--- src/rtl/cu_fsm_hs.sv ---
// cu_fsm_hs: multicycle OTTER control FSM (fetch / execute / mem-wait / writeback / interrupt / fault).
// Latency: ALU/branch 2 cycles, store 3, load 4 with zero-wait memory; +1 per not-ready cycle, +1 for a taken interrupt.
// Backpressure: mem_re1/mem_re2/mem_we stay asserted until imem_ready/dmem_ready; a watchdog faults a stuck access.
//
// Ports:
//   clk, rst                      clock and asynchronous active-high reset (forces INIT)
//   opcode                        opcode of the instruction currently held in IR
//   imem_ready, dmem_ready        memory completion strobes
//   intr, mie                     level interrupt request and global enable
//   reset, pc_we, rf_we           datapath reset and write enables
//   mem_we, mem_re1, mem_re2      store / instruction-read / load requests
//   intr_taken, retire, bus_err   trap-entry pulse, retire pulse, sticky fault flag
module cu_fsm_hs #(
  parameter int MEM_TIMEOUT = 15,
  parameter int TO_W        = 4,
  parameter int INTR_EN     = 1
) (
  input  logic       clk,
  input  logic       rst,
  input  logic [6:0] opcode,
  input  logic       imem_ready,
  input  logic       dmem_ready,
  input  logic       intr,
  input  logic       mie,
  output logic       reset,
  output logic       pc_we,
  output logic       rf_we,
  output logic       mem_we,
  output logic       mem_re1,
  output logic       mem_re2,
  output logic       intr_taken,
  output logic       retire,
  output logic       bus_err
);

  typedef enum logic [2:0] {
    INIT  = 3'd0,
    FETCH = 3'd1,
    EX    = 3'd2,
    MEM   = 3'd3,
    WB    = 3'd4,
    INTR  = 3'd5,
    FAULT = 3'd6
  } state_t;

  localparam logic [6:0] OP_LOAD   = 7'b0000011;
  localparam logic [6:0] OP_STORE  = 7'b0100011;
  localparam logic [6:0] OP_BRANCH = 7'b1100011;

  // Last tolerated wait count; the value is irrelevant when the watchdog is disabled.
  localparam logic [TO_W-1:0] TO_LAST = TO_W'(MEM_TIMEOUT - 1);

  state_t          ps, ns;
  logic [TO_W-1:0] wait_cnt;

  logic is_load, is_store, is_branch;
  logic take_intr;
  logic expire;
  logic waiting;

  assign is_load   = (opcode == OP_LOAD);
  assign is_store  = (opcode == OP_STORE);
  assign is_branch = (opcode == OP_BRANCH);

  // Interrupt decision at an instruction boundary, sampled in the retiring cycle.
  assign take_intr = (INTR_EN != 0) && intr && mie;

  // Only consulted when the relevant ready is low, so ready always wins over expiry.
  assign expire  = (MEM_TIMEOUT != 0) && (wait_cnt == TO_LAST);
  assign waiting = ((ps == FETCH) && !imem_ready) || ((ps == MEM) && !dmem_ready);

  // Enables are decoded combinationally: EX-stage enables depend on the opcode
  // that only becomes valid in IR during that same cycle.
  always_comb begin
    ns         = ps;
    reset      = 1'b0;
    pc_we      = 1'b0;
    rf_we      = 1'b0;
    mem_we     = 1'b0;
    mem_re1    = 1'b0;
    mem_re2    = 1'b0;
    intr_taken = 1'b0;
    retire     = 1'b0;
    bus_err    = 1'b0;
    case (ps)
      INIT: begin
        reset = 1'b1;
        ns    = FETCH;
      end
      FETCH: begin
        mem_re1 = 1'b1;
        if (imem_ready)  ns = EX;
        else if (expire) ns = FAULT;
      end
      EX: begin
        if (is_load) begin
          mem_re2 = 1'b1;
          ns      = MEM;
        end else if (is_store) begin
          mem_we = 1'b1;
          ns     = MEM;
        end else begin
          pc_we  = 1'b1;
          rf_we  = !is_branch;
          retire = 1'b1;
          ns     = take_intr ? INTR : FETCH;
        end
      end
      MEM: begin
        // Only loads and stores reach MEM; anything but a store is handled as a load.
        if (is_store) mem_we  = 1'b1;
        else          mem_re2 = 1'b1;
        if (dmem_ready) begin
          if (is_store) begin
            pc_we  = 1'b1;
            retire = 1'b1;
            ns     = take_intr ? INTR : FETCH;
          end else begin
            ns = WB;
          end
        end else if (expire) begin
          ns = FAULT;
        end
      end
      WB: begin
        pc_we  = 1'b1;
        rf_we  = 1'b1;
        retire = 1'b1;
        ns     = take_intr ? INTR : FETCH;
      end
      INTR: begin
        intr_taken = 1'b1;
        pc_we      = 1'b1;
        ns         = FETCH;
      end
      FAULT: begin
        bus_err = 1'b1;
      end
      default: begin
        ns = INIT;
      end
    endcase
  end

  always_ff @(posedge clk or posedge rst) begin
    if (rst) begin
      ps       <= INIT;
      wait_cnt <= '0;
    end else begin
      ps <= ns;
      if (ns != ps)    wait_cnt <= '0;
      else if (waiting) wait_cnt <= wait_cnt + 1'b1;
    end
  end

endmodule

--- config.mk ---
export PLATFORM = sky130hd
export DESIGN_NAME = cu_fsm_hs
export DESIGN_NICKNAME = d
export VERILOG_FILES = /design/src/rtl/cu_fsm_hs.sv
export SDC_FILE = /design/constraint.sdc
export NUM_CORES = 1
export LEC_CHECK = 0
export CELL_PAD_IN_SITES_DETAIL_PLACEMENT = 1
export CELL_PAD_IN_SITES_GLOBAL_PLACEMENT = 2
export CORE_ASPECT_RATIO = 1.25
export CORE_UTILIZATION = 28
export CTS_CLUSTER_SIZE = 8
export DETAILED_ROUTE_END_ITERATION = 16
export PLACE_DENSITY_LB_ADDON = 0.1
export SLEW_MARGIN = 20
export SYNTH_ARGS = -nofsm -noshare
export SYNTH_HDL_FRONTEND = slang
export SYNTH_SLANG_ARGS = --single-unit
--- constraint.sdc ---
create_clock -name clk -period 2.7 [get_ports clk]
set_input_delay 0.54 -clock clk [delete_from_list [all_inputs] [get_ports clk]]
set_output_delay 0.54 -clock clk [all_outputs]
set_load 0.1 [all_outputs]
==> results by group, run 1 <==
Detailed routing
  • Post-DRT Antenna Nets: 0
  • Routed wire length per instance: 14.6 um
  • Detail Route met2 WL: between 1000 and 1500 um
  • Aggregate routed wire length: 2250 um
  • Number of iterations in the first detailed-routing pass: 4
  • Via count: a little under 800
  • Number of remaining DRC errors: 0
  • Highest metal layer with signal wires: met4
  • Met1 wire length: about 890 um
  • Initial DRC count: 3
  • Routed vias/inst: around 5
  • Met3 wirelength from detailed routing: approximately 54 um

STA
  • Final critical-path share of the clock period: just under 100%
  • Unrepaired setup endpoints after global routing: yes
  • Slew headroom: 59.1%
  • Count of final hold-check violations: 0
  • Final worst path period need: roughly 2.6 ns
  • Clock skew after layout: roughly 0.0013 ns
  • Worst Tran Pin Value: about 0.61 ns
  • Final setup violation count: 0
  • Final slew viol count: 0
  • Maximum operating frequency: roughly 0.38 GHz

GRT
  • Via count of the first global-routing pass: between 800 and 900
  • Maximum number of pins on one net before global-route repair: 18
  • Initial antenna violation count: 0
  • Global-route usage over all layers: 18.5%
  • First-pass GRT wire length: ~3700 um
  • Remaining Overflow, GRT: 0

Final layout
  • Sequential cell area: between 150 and 200 um2
  • Post-layout utilization of the core: a little under half
  • Relative area change from synthesis to final layout: 55.7%
  • Fraction of final layout cells sized beyond drive strength 1: 33.1%
  • Area occupied by multi-input gates: ~560 um2
  • FILL cells: about 310
  • Post-route design area: ~0.0011 mm2
  • Net total in the final layout: between 100 and 150
  • # diodes: 0
  • Post-route insts no fill: 154

Synth
  • Number of synthesized flops with an enable pin: 0
  • Seq cells post-synth: 7
  • Mean Syn Cell Area: between 8 and 9 um2
  • Synth cell types: 35
  • Net count after synthesis: 105
  • Seq/Total Area, Yosys: between 20% and 30%
  • Predominant post-synthesis flop cell: dfrtp_1
  • Cells after synthesis: 88
  • Fraction of registers with async set or reset after synthesis: 100%
  • Count of yosys warnings during synthesis: 0
  • Post-synthesis instance area: approximately 730 um2

Pwr
  • P_sw: 0.704 mW
  • Largest voltage drop on the vdd net: about 900 uV
  • Clock group share of total power: 8.0%
  • Sequential share of power: about a fifth
  • Ratio of total power to cell area: ~1000 mW/mm2
  • Combinational Power Share: 72.9%
  • Switching Share: between 50% and 60%
  • Leak: between 0.5 and 0.6 nW
  • Cell-internal power: ~0.48 mW

Clock tree
  • Depth of the CTS H-tree: 1
  • Clock buffers created by TritonCTS: 3
  • CTS Sinks: 7
  • Worst-path clk slew: ~0.050 ns
  • Clock latency of the later-clocked register in the worst-skew pair: about 0.25 ns
  • Root Driver: clkbuf_4
  • CTS tree: yes
  • CTS hold repair buffers: 0
  • Buffer levels on the longest clock path: 2

Floorplan
  • X dimension of the die: between 40 and 50 um
  • Core region area: ~0.0025 mm2
  • Die extent in y: about 59 um
  • Initial Util: 29.9%
  • Die area: 0.00283 mm2
  • Standard-cell rows: 20
  • Count of pins on the block boundary: 22

Placed design
  • Final HPWL from detailed placement: about 1800 um
  • Standard cell area after detailed placement: 0.00110 mm2
  • Cell total after placement: around 150
  • Placer congestion estimate: a little under 0.7
  • PortBufs: 21

Hold path
  • Tightest Hold Check Type: input port to asynchronous set/reset pin

Worst setup path
  • Endpoint required time on the critical path: ~2.2 ns
  • Largest fanout of any net on the critical path: 4
  • Crit start category: input port
  • Critical path class: input port to output port
  • Critical Path End Type: output port
  • CP Data Arrival Time: ~2.1 ns

Outcome
  • Outcome: completed

Job
  • Reported max-cap violation count: 0
-- flip-flops by register name, summed over array words and instances, names as in the netlist --
signal,count
ps,3
wait_cnt,4
-- worst max-delay path: stages --
cell and delay, ns:
clkdlybuf4s50_1 0.42, buf_4 0.16, nor4b_4 0.35, buf_4 0.18, o21a_1 0.15, o22ai_4 0.09
buf_12 0.20
-- cell usage after synthesis (2+ instances only) --
master | count | area (um2)
nor3_1 | 2 | 10.0
nor4b_2 | 2 | 30.0
and3b_1 | 2 | 17.5
nor2_1 | 10 | 37.5
a211oi_1 | 3 | 22.5
dfrtp_1 | 7 | 175
o21ai_0 | 4 | 20.0
a21oi_1 | 3 | 15.0
buf_6 | 2 | 22.5
inv_1 | 7 | 26.3
nand3_1 | 5 | 25.0
nand2_1 | 12 | 45.0
xnor2_1 | 3 | 26.3
mux2i_1 | 2 | 20.0
ha_1 | 4 | 50.1
-- power by group through the flow --
stage               Combinational, mW  Clock, mW  Sequential [mW]
floorplan                       0.713          0            0.158
global placement                0.850          0            0.222
detailed placement              0.860          0            0.225
CTS                             0.869     0.0999            0.222
global route                    0.908      0.109            0.233
finish                          0.860     0.0943            0.225
-- cell usage in the layout, fill, tap and decap left out, types with 3 or more instances in the layout --
cell type | netlist | layout
clkdlybuf4s50_1 | 0 | 5
buf_12 | 0 | 5
dfrtp_1 | 7 | 7
inv_1 | 7 | 7
clkbuf_4 | 0 | 3
dlygate4sd2_1 | 0 | 4
o21ai_0 | 4 | 4
nand3_1 | 5 | 5
buf_4 | 1 | 15
nand2_1 | 12 | 11
xnor2_1 | 3 | 3
ha_1 | 4 | 4
nor2_1 | 10 | 9
-- routing by layer --
layer,track usage [%],vias to the layer above
li1,-,380
met1,19.3,375
met2,34.7,18
met3,3.05,4
met4,7.14,0
met5,0,-
-- worst paths after layout --
kind                       cells past startpoint  slack, ns   startpoint          end
max                                            7       0.07    opcode[4]       retire
min                                            2       0.51          rst  wait_cnt[2]
max reg2reg                                    5       0.89        ps[0]  wait_cnt[1]
min reg2reg                                    3       0.58  wait_cnt[3]  wait_cnt[3]
max in group asynchronous                      2       1.98          rst  wait_cnt[0]
min in group clk                               3       0.58  wait_cnt[3]  wait_cnt[3]
-- metrics by stage --
stage / total power [mW] / hold WS (ns) / setup slack [ns] / TNS, ns
after floorplan: 0.871 / 0.343 / -0.159 / -0.159
after global placement: 1.07 / 0.586 / -0.166 / -0.358
after detailed placement: 1.09 / 0.583 / -0.213 / -0.452
after CTS: 1.19 / 0.519 / 0.00625 / 0
after global routing: 1.25 / 0.530 / -0.00586 / -0.00586
final: 1.18 / 0.514 / 0.0678 / 0
-- kinds of logic (layout without fill, tap and decap cells) --
family,count (synthesis),in the layout,share of synthesized area [%]
muxes,2,2,2.73
AOI/OAI and AO/OA,19,19,19.9
buffers and inverters,10,43,7.67
xor gates and xnor gates,3,3,3.58
adders and majority gates,4,4,6.81
and+or+nand+nor,43,43,35.4
DFF,7,7,23.9
-- timing repair --
action                     4_1_cts  5_1_grt
pin swaps                        6        6
gates resized for setup         13        3
setup endpoints to repair        3        2
setup buffers                    1        1
-- layout make-up --
class	count	share of cell area, %
clock buffer	4	2.30
timing repair buffer	32	27.8
tap	33	3.61
sequential	7	15.3
inverter	7	2.30
multi-input combinational	71	48.7
Power figures use the tool's default switching activity.
==> inputs of run 2 (changes only) <==
--- a/config.mk
+++ b/config.mk
@@ -9,7 +9,6 @@
 export CELL_PAD_IN_SITES_GLOBAL_PLACEMENT = 2
 export CORE_ASPECT_RATIO = 1.25
 export CORE_UTILIZATION = 28
-export CTS_CLUSTER_SIZE = 8
 export DETAILED_ROUTE_END_ITERATION = 16
 export PLACE_DENSITY_LB_ADDON = 0.1
 export SLEW_MARGIN = 20
==> results of run 2 <==
The final DEF is identical to that of run 1; final timing and power are the same.
